===== src/rtl/esm_dep_scoreboard.sv =====
// Dependency scoreboard: tracks in-flight instructions per slot and
// flags which slots are free of RAW/WAW (optionally WAR) hazards.
module esm_dep_scoreboard #(
  parameter  int INSTR_W = 32,
  parameter  int BS      = 16,
  parameter  int REGNUM  = 32,
  parameter  int WAR_EN  = 0,
  localparam int IW      = $clog2(BS),
  localparam int RW      = $clog2(REGNUM)
) (
  input  logic               clk,
  input  logic               rst,
  input  logic               ins_valid,
  output logic               ins_ready,
  input  logic [INSTR_W-1:0] instr_in,
  input  logic               reg_write,
  input  logic               alu_src,
  output logic [IW-1:0]      alloc_index,
  input  logic               issue_valid,
  input  logic [IW-1:0]      issue_index,
  input  logic               complete_valid,
  input  logic [IW-1:0]      complete_index,
  input  logic               flush,
  output logic [BS-1:0]      independent_instr,
  output logic [IW:0]        occupancy
);

  logic [BS-1:0] valid_q;
  logic [BS-1:0] issued_q;
  logic [RW-1:0] rd_q  [BS];
  logic [RW-1:0] rs1_q [BS];
  logic [RW-1:0] rs2_q [BS];
  logic [BS-1:0] dep_q [BS];
  logic [IW:0]   occ_q;

  logic [RW-1:0] rd_d, rs1_d, rs2_d;
  logic [BS-1:0] new_dep;
  logic          accept, comp_ok, iss_ok;
  logic          unused_instr;

  assign unused_instr = ^instr_in;

  assign rd_d  = reg_write ? instr_in[7 +: RW] : '0;
  assign rs1_d = instr_in[15 +: RW];
  assign rs2_d = alu_src ? '0 : instr_in[20 +: RW];

  always_comb begin
    for (int i = 0; i < BS; i++) begin
      independent_instr[i] = valid_q[i] & ~issued_q[i] & ~|dep_q[i];
    end
  end

  always_comb begin
    logic found;
    found       = 1'b0;
    alloc_index = '0;
    for (int i = 0; i < BS; i++) begin
      if (!valid_q[i] && !found) begin
        alloc_index = IW'(i);
        found       = 1'b1;
      end
    end
  end

  assign occupancy = occ_q;
  assign ins_ready = (occ_q < (IW+1)'(BS)) & ~flush;
  assign accept    = ins_valid & ins_ready;
  assign comp_ok   = complete_valid & valid_q[complete_index];
  assign iss_ok    = issue_valid & independent_instr[issue_index];

  // A slot retiring this very edge is excluded from the new row.
  always_comb begin
    logic raw, waw, war;
    new_dep = '0;
    raw     = 1'b0;
    waw     = 1'b0;
    war     = 1'b0;
    for (int j = 0; j < BS; j++) begin
      raw = (rs1_d != '0 && rs1_d == rd_q[j]) ||
            (rs2_d != '0 && rs2_d == rd_q[j]);
      waw = (rd_d != '0 && rd_d == rd_q[j]);
      war = (WAR_EN != 0) && (rd_d != '0) &&
            (rd_d == rs1_q[j] || rd_d == rs2_q[j]);
      if (valid_q[j] &&
          !(comp_ok && complete_index == IW'(j))) begin
        new_dep[j] = raw | waw | war;
      end
    end
  end

  always_ff @(posedge clk or negedge rst) begin
    if (!rst) begin
      valid_q  <= '0;
      issued_q <= '0;
      occ_q    <= '0;
      for (int i = 0; i < BS; i++) begin
        rd_q[i]  <= '0;
        rs1_q[i] <= '0;
        rs2_q[i] <= '0;
        dep_q[i] <= '0;
      end
    end else if (flush) begin
      valid_q  <= '0;
      issued_q <= '0;
      occ_q    <= '0;
      for (int i = 0; i < BS; i++) begin
        dep_q[i] <= '0;
      end
    end else begin
      if (iss_ok) begin
        issued_q[issue_index] <= 1'b1;
      end
      // Completion follows issue so it wins on the same slot.
      if (comp_ok) begin
        valid_q[complete_index]  <= 1'b0;
        issued_q[complete_index] <= 1'b0;
        for (int i = 0; i < BS; i++) begin
          dep_q[i][complete_index] <= 1'b0;
        end
        dep_q[complete_index] <= '0;
      end
      if (accept) begin
        valid_q[alloc_index]  <= 1'b1;
        issued_q[alloc_index] <= 1'b0;
        rd_q[alloc_index]     <= rd_d;
        rs1_q[alloc_index]    <= rs1_d;
        rs2_q[alloc_index]    <= rs2_d;
        dep_q[alloc_index]    <= new_dep;
      end
      occ_q <= occ_q + (IW+1)'(accept) - (IW+1)'(comp_ok);
    end
  end

endmodule


===== config.mk =====
export PLATFORM = sky130hd
export DESIGN_NAME = esm_dep_scoreboard
export DESIGN_NICKNAME = d
export VERILOG_FILES = /design/src/rtl/esm_dep_scoreboard.sv
export SDC_FILE = /design/constraint.sdc
export NUM_CORES = 1
export LEC_CHECK = 0
export CORE_MARGIN = 3
export CORE_UTILIZATION = 58
export CTS_BUF_LIST = sky130_fd_sc_hd__clkbuf_2 sky130_fd_sc_hd__clkbuf_4 sky130_fd_sc_hd__clkbuf_8
export CTS_CLUSTER_SIZE = 20
export DETAILED_ROUTE_END_ITERATION = 12
export PLACE_DENSITY_LB_ADDON = 0.25
export SLEW_MARGIN = 20
export SYNTH_ARGS = -nofsm -noshare
export SYNTH_HDL_FRONTEND = slang
export SYNTH_SLANG_ARGS = --single-unit

===== constraint.sdc =====
create_clock -name clk -period 3 [get_ports clk]
set_clock_uncertainty 0.05 [all_clocks]
set_input_delay 0.6 -clock clk [delete_from_list [all_inputs] [get_ports clk]]
set_output_delay 0.6 -clock clk [all_outputs]
set_load 0.05 [all_outputs]

==> results of run 1 <==
==> synth_stat cells, drive strengths merged, types with 4 or more instances <==
cell type    n
o32ai        4
dfrtp      373
o2111ai      6
nor3        38
a22oi        5
nand2b       9
nand2      201
a211oi       4
o211ai      19
mux2i        5
xor2        67
nor3b        6
a32oi       18
nor2b       30
nor2       125
a311oi       5
and3        22
buf         88
a41o         5
a31oi       13
nand4b       5
or4         21
o21ai      285
a32o         8
ha           5
a41oi        5
o41ai        4
nor4b       12
nor4        76
inv         14
and4         6
or3         37
a21oi      107
xnor2      129
nand3      162
clkbuf     131
nand4      150
and2         7
nand3b       5
==> timing repair <==
item | in CTS | in global routing
setup endpoints to repair | 12 | 74
resized for setup | 29 | 30
endpoints found under the hold margin | 56 | 0
hold buffers | 1 | 0
pin swaps | 9 | 10
buffers inserted | 10 | 7
==> kinds of logic after synthesis <==
kind of cell | Yosys count | synth area share [%]
compound gates | 518 | 15.2
simple gates | 922 | 24.1
buf+inv | 233 | 5.03
flops | 373 | 46.0
mux | 10 | 0.691
xor+xnor | 196 | 8.47
fa+ha+maj | 6 | 0.407
==> power by group through the flow <==
stage / clock network, mW / logic (mW) / registers (mW)
global route: 5.24 / 1.80 / 5.27
floorplan: 0 / 0.941 / 5.32
global placement: 0 / 1.61 / 5.33
CTS: 5.00 / 1.65 / 5.25
finish: 4.98 / 1.69 / 5.26
detailed placement: 0 / 1.64 / 5.34
==> metrics by stage <==
step                TNS [ns]  instance area [um2]  hold slack (ns)  cells
floorplan             -0.136                20300            0.254   2258
global placement      -58.48                23100            0.427   2838
CTS                   -0.102                24600            0.345   2959
detailed placement    -70.46                23100            0.435   2838
global route          -0.438                24800            0.362   2966
finish               -0.0991                24800            0.351   2966
==> per-layer routing <==
layer  wire length, um  vias to the layer above  part of all wire [%]  GRT usage, %
met2             35900                     1323                    44          68.1
li1                  -                     8643                     -             -
met4              6540                        0                   8.0          28.5
met3              9800                      398                    12          13.3
met1             29100                     9798                    36          54.7
met5                 0                        -                     0             0
==> placed cells by master, fill, tap and decap left out, drive strengths merged, types with 9 or more instances in the layout <==
cell type / count
nand3: 162
a32oi: 18
nor3: 38
nand2b: 9
clkbuf: 97
o211ai: 19
or3: 37
o21ai: 285
xor2: 67
and3: 22
a31oi: 13
nand2: 201
nor4b: 12
or4: 21
buf: 334
nor4: 76
clkdlybuf4s50: 33
xnor2: 129
a21oi: 107
inv: 14
nand4: 150
dfrtp: 373
nor2b: 30
nor2: 125
==> area by class of cell <==
type	count	area [um2]
Clock inverter	13	138
Clock buffer	97	1240
Tap cell	448	561
Multi-Input combinational cell	1652	10100
Sequential cell	373	9340
Fill cell	2587	9130
Inverter	14	52.6
Timing Repair Buffer	369	3360
==> worst max-delay path, stage by stage, from the launching register on <==
cell	delay [ns]
dfrtp_1	0.38
buf_4	0.15
mux4_2	0.48
mux2_4	0.27
o211a_1	0.25
ha_1	0.29
inv_1	0.05
ha_2	0.18
fa_2	0.34
a21o_1	0.19
a21oi_2	0.15
xnor2_1	0.13
nor2_1	0.06
==> flip-flops by register name, summed over array words and instances (netlist names) <==
name / cells
rd_q: 80
valid_q: 16
dep_q: 256
issued_q: 16
occupancy: 5
==> worst max path at each step <==
stage,slack (ns),end,startpoint,depth (start not counted)
floorplan,-0.14,occupancy[4]$_DFF_PN0_,complete_index[0],12
global placement,-0.80,occupancy[4]$_DFF_PN0_,complete_index[0],12
detailed placement,-0.89,occupancy[4]$_DFF_PN0_,complete_index[0],12
CTS,-0.09,occupancy[4]$_DFF_PN0_,valid_q[11]$_DFF_PN0_,12
global route,-0.19,occupancy[4]$_DFF_PN0_,valid_q[11]$_DFF_PN0_,12
finish,-0.09,occupancy[4]$_DFF_PN0_,valid_q[11]$_DFF_PN0_,12
==> results by group, run 1 <==
Run status
  • Status: finished, violations left
  • Failing checks: setup timing

Routing
  • WL/cell: 27.4 um
  • Vias/cell: 6.80
  • DR iter-0 viols: 2489
  • Total number of vias: 20200
  • Antenna Nets Post-Route: 0
  • TritonRoute pass-1 iters: 5
  • Post-route DRC: 0
  • Final wirelength: 81300 um

GRT
  • Grt ovf: 0
  • Largest net degree at the start of global routing: 81
  • Vias in the first global route: 19600
  • All-Layer GR Usage: 44.3%
  • Initial antenna violation count: 0
  • First-pass GRT wire length: 122000 um

Worst setup path
  • Crit start category: flop
  • R2R Setup Slk: -0.09 ns
  • Worst r2r path cells: 12
  • Worst Path Max Fanout: 2
  • Worst setup path category: flop to flop
  • Critical path capture point type: flop
  • Data arrival, critical path: 3.61 ns
  • Worst r2r dst: occupancy[4]$_DFF_PN0_
  • R2r startpoint: valid_q[11]$_DFF_PN0_
  • Worst EP required: 3.52 ns

Hold path
  • Hold endpoint: dep_q[185]$_DFF_PN0_
  • Hold path startpoint: flush
  • Hold crit path type: input port to flop
  • Hold Path Depth: 3

Logic synthesis
  • Post-synth EDFFs: 0
  • Post-synth top flop: dfrtp_1
  • Post-synth top area share: 46.0%
  • Post-Syn Area: 20300 um2
  • Yosys top cell by area: dfrtp_1
  • Top cells by area, synth: dfrtp_1 (46%), o21ai_0 (6.3%), xnor2_1 (5.6%)
  • Post-synth ARST share: 100%
  • Synth warnings: 0
  • Syn Inst Count: 2258
  • Syn Area/Cell: 8.98 um2
  • Mapped Nets: 2312
  • Share of the yosys chip area belonging to registers: 46.0%
  • Flops & latches, synth: 373
  • Yosys cell types: 82

Floorplanning
  • CORE AREA: 34000 um2
  • Initial Util: 59.7%
  • Ports: 74
  • Die area: 37200 um2
  • Rows: 67
  • Die X-Extent: 193 um
  • Die Ht: 193 um

Cells and area
  • Nets: 2525
  • Layout cells sized above 1: 20.5%
  • Ant. Diodes: 0
  • Final core area utilization: 73.1%
  • Area Growth Syn to Fin: 22.4%

Pwr
  • Pwr per Cell Area: 481 nW/um2
  • Worst VDD drop: 619 uV
  • Seq pwr share: 44.1%
  • P_leak: 10.7 nW
  • Part of the power in combinational logic: 14.2%
  • Internal Power: 8.56 mW
  • Sw frac: 28.2%
  • Sw Pwr: 3.37 mW
  • Total Power: 11.9 mW
  • Clock network power share: 41.7%

Clock network
  • Worst-Skew Late Latency: 0.70 ns
  • Clock Sinks: 373
  • Maximum clock insertion buffer count: 3
  • Root Driver: clkbuf_8
  • H-tree Lvls: 2
  • Cts bufs inserted: 61
  • CTS tree: yes
  • Reg clk slew, reported paths: 0.06 ns

Placed design
  • Dpl ws: -0.891 ns
  • GP Congestion: 1.05
  • HPWL after DPL: 57200 um
  • PortBufs: 56

Timing
  • Unrepaired setup endpoints after global routing: true
  • Final setup margin: -0.0904 ns
  • Setup violators final: 3
  • Min Tclk post-route: 3.09 ns
  • Hold Violations, Final: 0
  • Least-Margin Pin Slew: 0.832 ns
  • F_max: 324 MHz
  • Final worst-path cycle share: 103%
  • Slew Viols, Final: 0
  • Slew HR: 44.4%

Job
  • # Max-Cap Violations: 0
Power figures use the tool's default switching activity.
==> run 2: changes to the inputs <==
--- a/config.mk
+++ b/config.mk
@@ -5,7 +5,7 @@
 export SDC_FILE = /design/constraint.sdc
 export NUM_CORES = 1
 export LEC_CHECK = 0
-export CORE_MARGIN = 3
+export CORE_ASPECT_RATIO = 1.25
 export CORE_UTILIZATION = 58
 export CTS_BUF_LIST = sky130_fd_sc_hd__clkbuf_2 sky130_fd_sc_hd__clkbuf_4 sky130_fd_sc_hd__clkbuf_8
 export CTS_CLUSTER_SIZE = 20
==> run 2 against run 1 <==
The flow still finishes with violations (setup timing). Cell count is 0.74% higher. Register-to-register slack improved by 0.03 ns. Sequential power about the same. Combinational power is 4% higher. Flip-flop and latch count did not move. Sequential share of layout area is essentially flat. Core utilization fell by 1.1 points. Die area shrank 4.1%. Total power rose by 0.42%. Critical path type unchanged. Largest cell class unchanged. Largest power group unchanged.
==> results by group, run 2 (synthesis gave the netlist of run 1 again) <==
Cells and area
  • Max reg flops: 256 (unchanged)
  • Most common cell after layout, fill and taps aside: dfrtp_1
  • Nets: 2529 (+0.16%)
  • Most flop-heavy register: dep_q
  • Area Growth Syn to Fin: 22.3%
  • Final core area utilization: 72.0% (-1.1 points)
  • Commonest non-fill, non-tap cells in the layout: dfrtp_1 (373), buf_4 (300), o21ai_0 (255), nand2_1 (192), nand3_1 (162)
  • Final instance area: 24800 um2 (-0.15%)
  • Layout cells sized above 1: 20.2% (-0.29 points)
  • Top Registers: dep_q (256), rd_q (80)

Timing
  • Final worst-path cycle share: 102% (-1.1 points)
  • Unrepaired setup endpoints after global routing: true
  • Least-Margin Pin Slew: 0.909 ns (+0.0775 ns)
  • Setup TNS: -0.0578 ns (+0.0413 ns)
  • Final setup margin: -0.0578 ns (+0.0326 ns)
  • Hold Violations, Final: 0 (unchanged)
  • Setup violators final: 1 (-2)
  • Slew Viols, Final: 0 (unchanged)
  • F_max: 327 MHz (+1.1%)
  • Worst hold slack: 0.382 ns (+0.0305 ns)
  • Slew HR: 39.2% (-5.3 points)
  • Min Tclk post-route: 3.06 ns (-0.0326 ns)

Floorplanning
  • Die area: 35700 um2 (-4.1%)
  • Initial Util: 58.9% (-0.82 points)
  • Die Ht: 211 um (+9.4%)
  • CORE AREA: 34400 um2 (+1.4%)
  • Rows: 76 (+13%)
  • Ports: 74 (unchanged)
  • Die X-Extent: 169 um (-12%)

Worst setup path
  • Worst EP required: 3.48 ns (-0.04 ns)
  • Critical path capture point type: flop
  • Data arrival, critical path: 3.53 ns (-0.08 ns)
  • Crit start category: flop
  • Worst r2r path cells: 12 (unchanged)
  • CP endpoint: occupancy[4]$_DFF_PN0_
  • Most used cell, CP: ha_4
  • Slowest-stage cell, CP: mux4_2
  • Crit path launch: valid_q[11]$_DFF_PN0_
  • Top delay family on crit path: multiplexers
  • R2R Setup Slk: -0.06 ns (+0.03 ns)
  • Critical Path Max Stage Delay: 0.48 ns (about the same)
  • Worst-path cell chain: buf_6 > mux4_2 > mux2_4 > o211a_4 > ha_4 > inv_2 > ha_4 > fa_2 > a21o_1 > a21oi_2 > xnor2_1 > nor2_1
  • Worst setup path category: flop to flop
  • R2r startpoint: valid_q[11]$_DFF_PN0_
  • Critical path depth in cells: 12 (unchanged)
  • Worst Path Max Fanout: 2 (unchanged)
  • CP bufs+invs: 2 (unchanged)
  • Worst r2r dst: occupancy[4]$_DFF_PN0_

Routing
  • Final wirelength: 79700 um (-2.0%)
  • Total number of vias: 20200 (+0.21%)
  • TritonRoute pass-1 iters: 6 (+1)
  • Post-route DRC: 0 (unchanged)
  • Vias/cell: 6.76 (-0.52%)
  • WL/cell: 26.7 um (-2.7%)
  • DR iter-0 viols: 2463 (-1.0%)
  • Antenna Nets Post-Route: 0 (unchanged)

Clock network
  • Worst-Skew Late Latency: 0.66 ns (-0.04 ns)
  • H-tree Lvls: 2 (unchanged)
  • Root Driver: clkbuf_8
  • CTS tree: yes
  • Reg clk slew, reported paths: 0.07 ns (about the same)
  • Maximum clock insertion buffer count: 3 (unchanged)
  • Clock Sinks: 373 (unchanged)
  • Cts bufs inserted: 58 (-4.9%)

Pwr
  • Pwr per Cell Area: 483 nW/um2 (+0.57%)
  • Worst VDD drop: 389 uV (-37%)
  • P_leak: 10.7 nW (-0.15%)

Placed design
  • GP Congestion: 1.03 (-2.1%)
  • HPWL after DPL: 56200 um (-1.7%)
  • PortBufs: 56 (unchanged)
  • Dpl ws: -0.921 ns (-0.0300 ns)
  • Dpl cell area: 23200 um2 (+0.40%)

GRT
  • Vias in the first global route: 19600 (-0.36%)
  • All-Layer GR Usage: 45.3% (+0.97 points)
  • Grt ovf: 0 (unchanged)
  • Initial antenna violation count: 0 (unchanged)
  • Largest net degree at the start of global routing: 118 (+46%)
  • First-pass GRT wire length: 119000 um (-2.1%)

Job
  • # Max-Cap Violations: 0 (unchanged)

Run status
  • Failing checks: setup timing
  • Status: finished, violations left

Hold path
  • Hold crit path type: input port to async pin
==> run 2: changes by cell type in the layout (fill, tap and decap cells not counted), sizes merged <==
cell / change
bufinv: +3
clkinv: -2
buf: +7
diode: +1
inv: +1
clkbuf: -5
clkinvlp: -3
==> run 2: final cells by class <==
cell class / count / area [um2]
clock buffers: 92 / 1170
inverters: 14 / 52.6
diodes: 1 / 2.50
repair buffers: 376 / 3370
fillers: 2701 / 9640
multi-input cells: 1652 / 10100
flip-flops and latches: 373 / 9330
well taps: 468 / 586
clock inverters: 12 / 189
==> run 2: stage by stage <==
step                instances  total power, mW
global route             2987             12.3
finish                   2988             12.0
global placement         2870             6.98
CTS                      2980             12.0
detailed placement       2870             7.03
floorplan                2258             6.26
==> run 2: worst min-delay path by stage <==
| stage | startpoint | endpoint | slack [ns] | depth (start not counted) |
|---|---|---|---|---|
| final | rst | rd_q[57]$_DFFE_PN0P_ | 0.38 | 2 |
| after global routing | rst | rd_q[26]$_DFFE_PN0P_ | 0.41 | 2 |
| after CTS | rst | rd_q[53]$_DFFE_PN0P_ | 0.39 | 2 |
| after detailed placement | dep_q[224]$_DFF_PN0_ | dep_q[224]$_DFF_PN0_ | 0.43 | 2 |
| after global placement | dep_q[80]$_DFF_PN0_ | dep_q[80]$_DFF_PN0_ | 0.43 | 2 |
| after floorplan | rst | dep_q[0]$_DFF_PN0_ | 0.25 | 0 |
==> run 2: power breakdown <==
part	internal [mW]	switching (mW)
Clock	2.88	2.09
Combinational	0.691	1.06
Sequential	5.11	0.142
==> run 2: repair_timing <==
action                                  in CTS  in global routing
setup buffers                                5                  7
endpoints found under the hold margin       40                  0
hold buffers                                 1                  0
endpoints found under the setup margin      10                 13
pin swaps                                    7                 11
gates resized for setup                     25                 16
==> run 2: routing by layer <==
layer / global-route usage, % / part of all wire [%] / up-vias
li1: - / - / 8638
met1: 53.9 / 34 / 9705
met2: 70.6 / 45 / 1390
met3: 9.29 / 11 / 472
met4: 38.1 / 10 / 0
met5: 0 / 0 / -
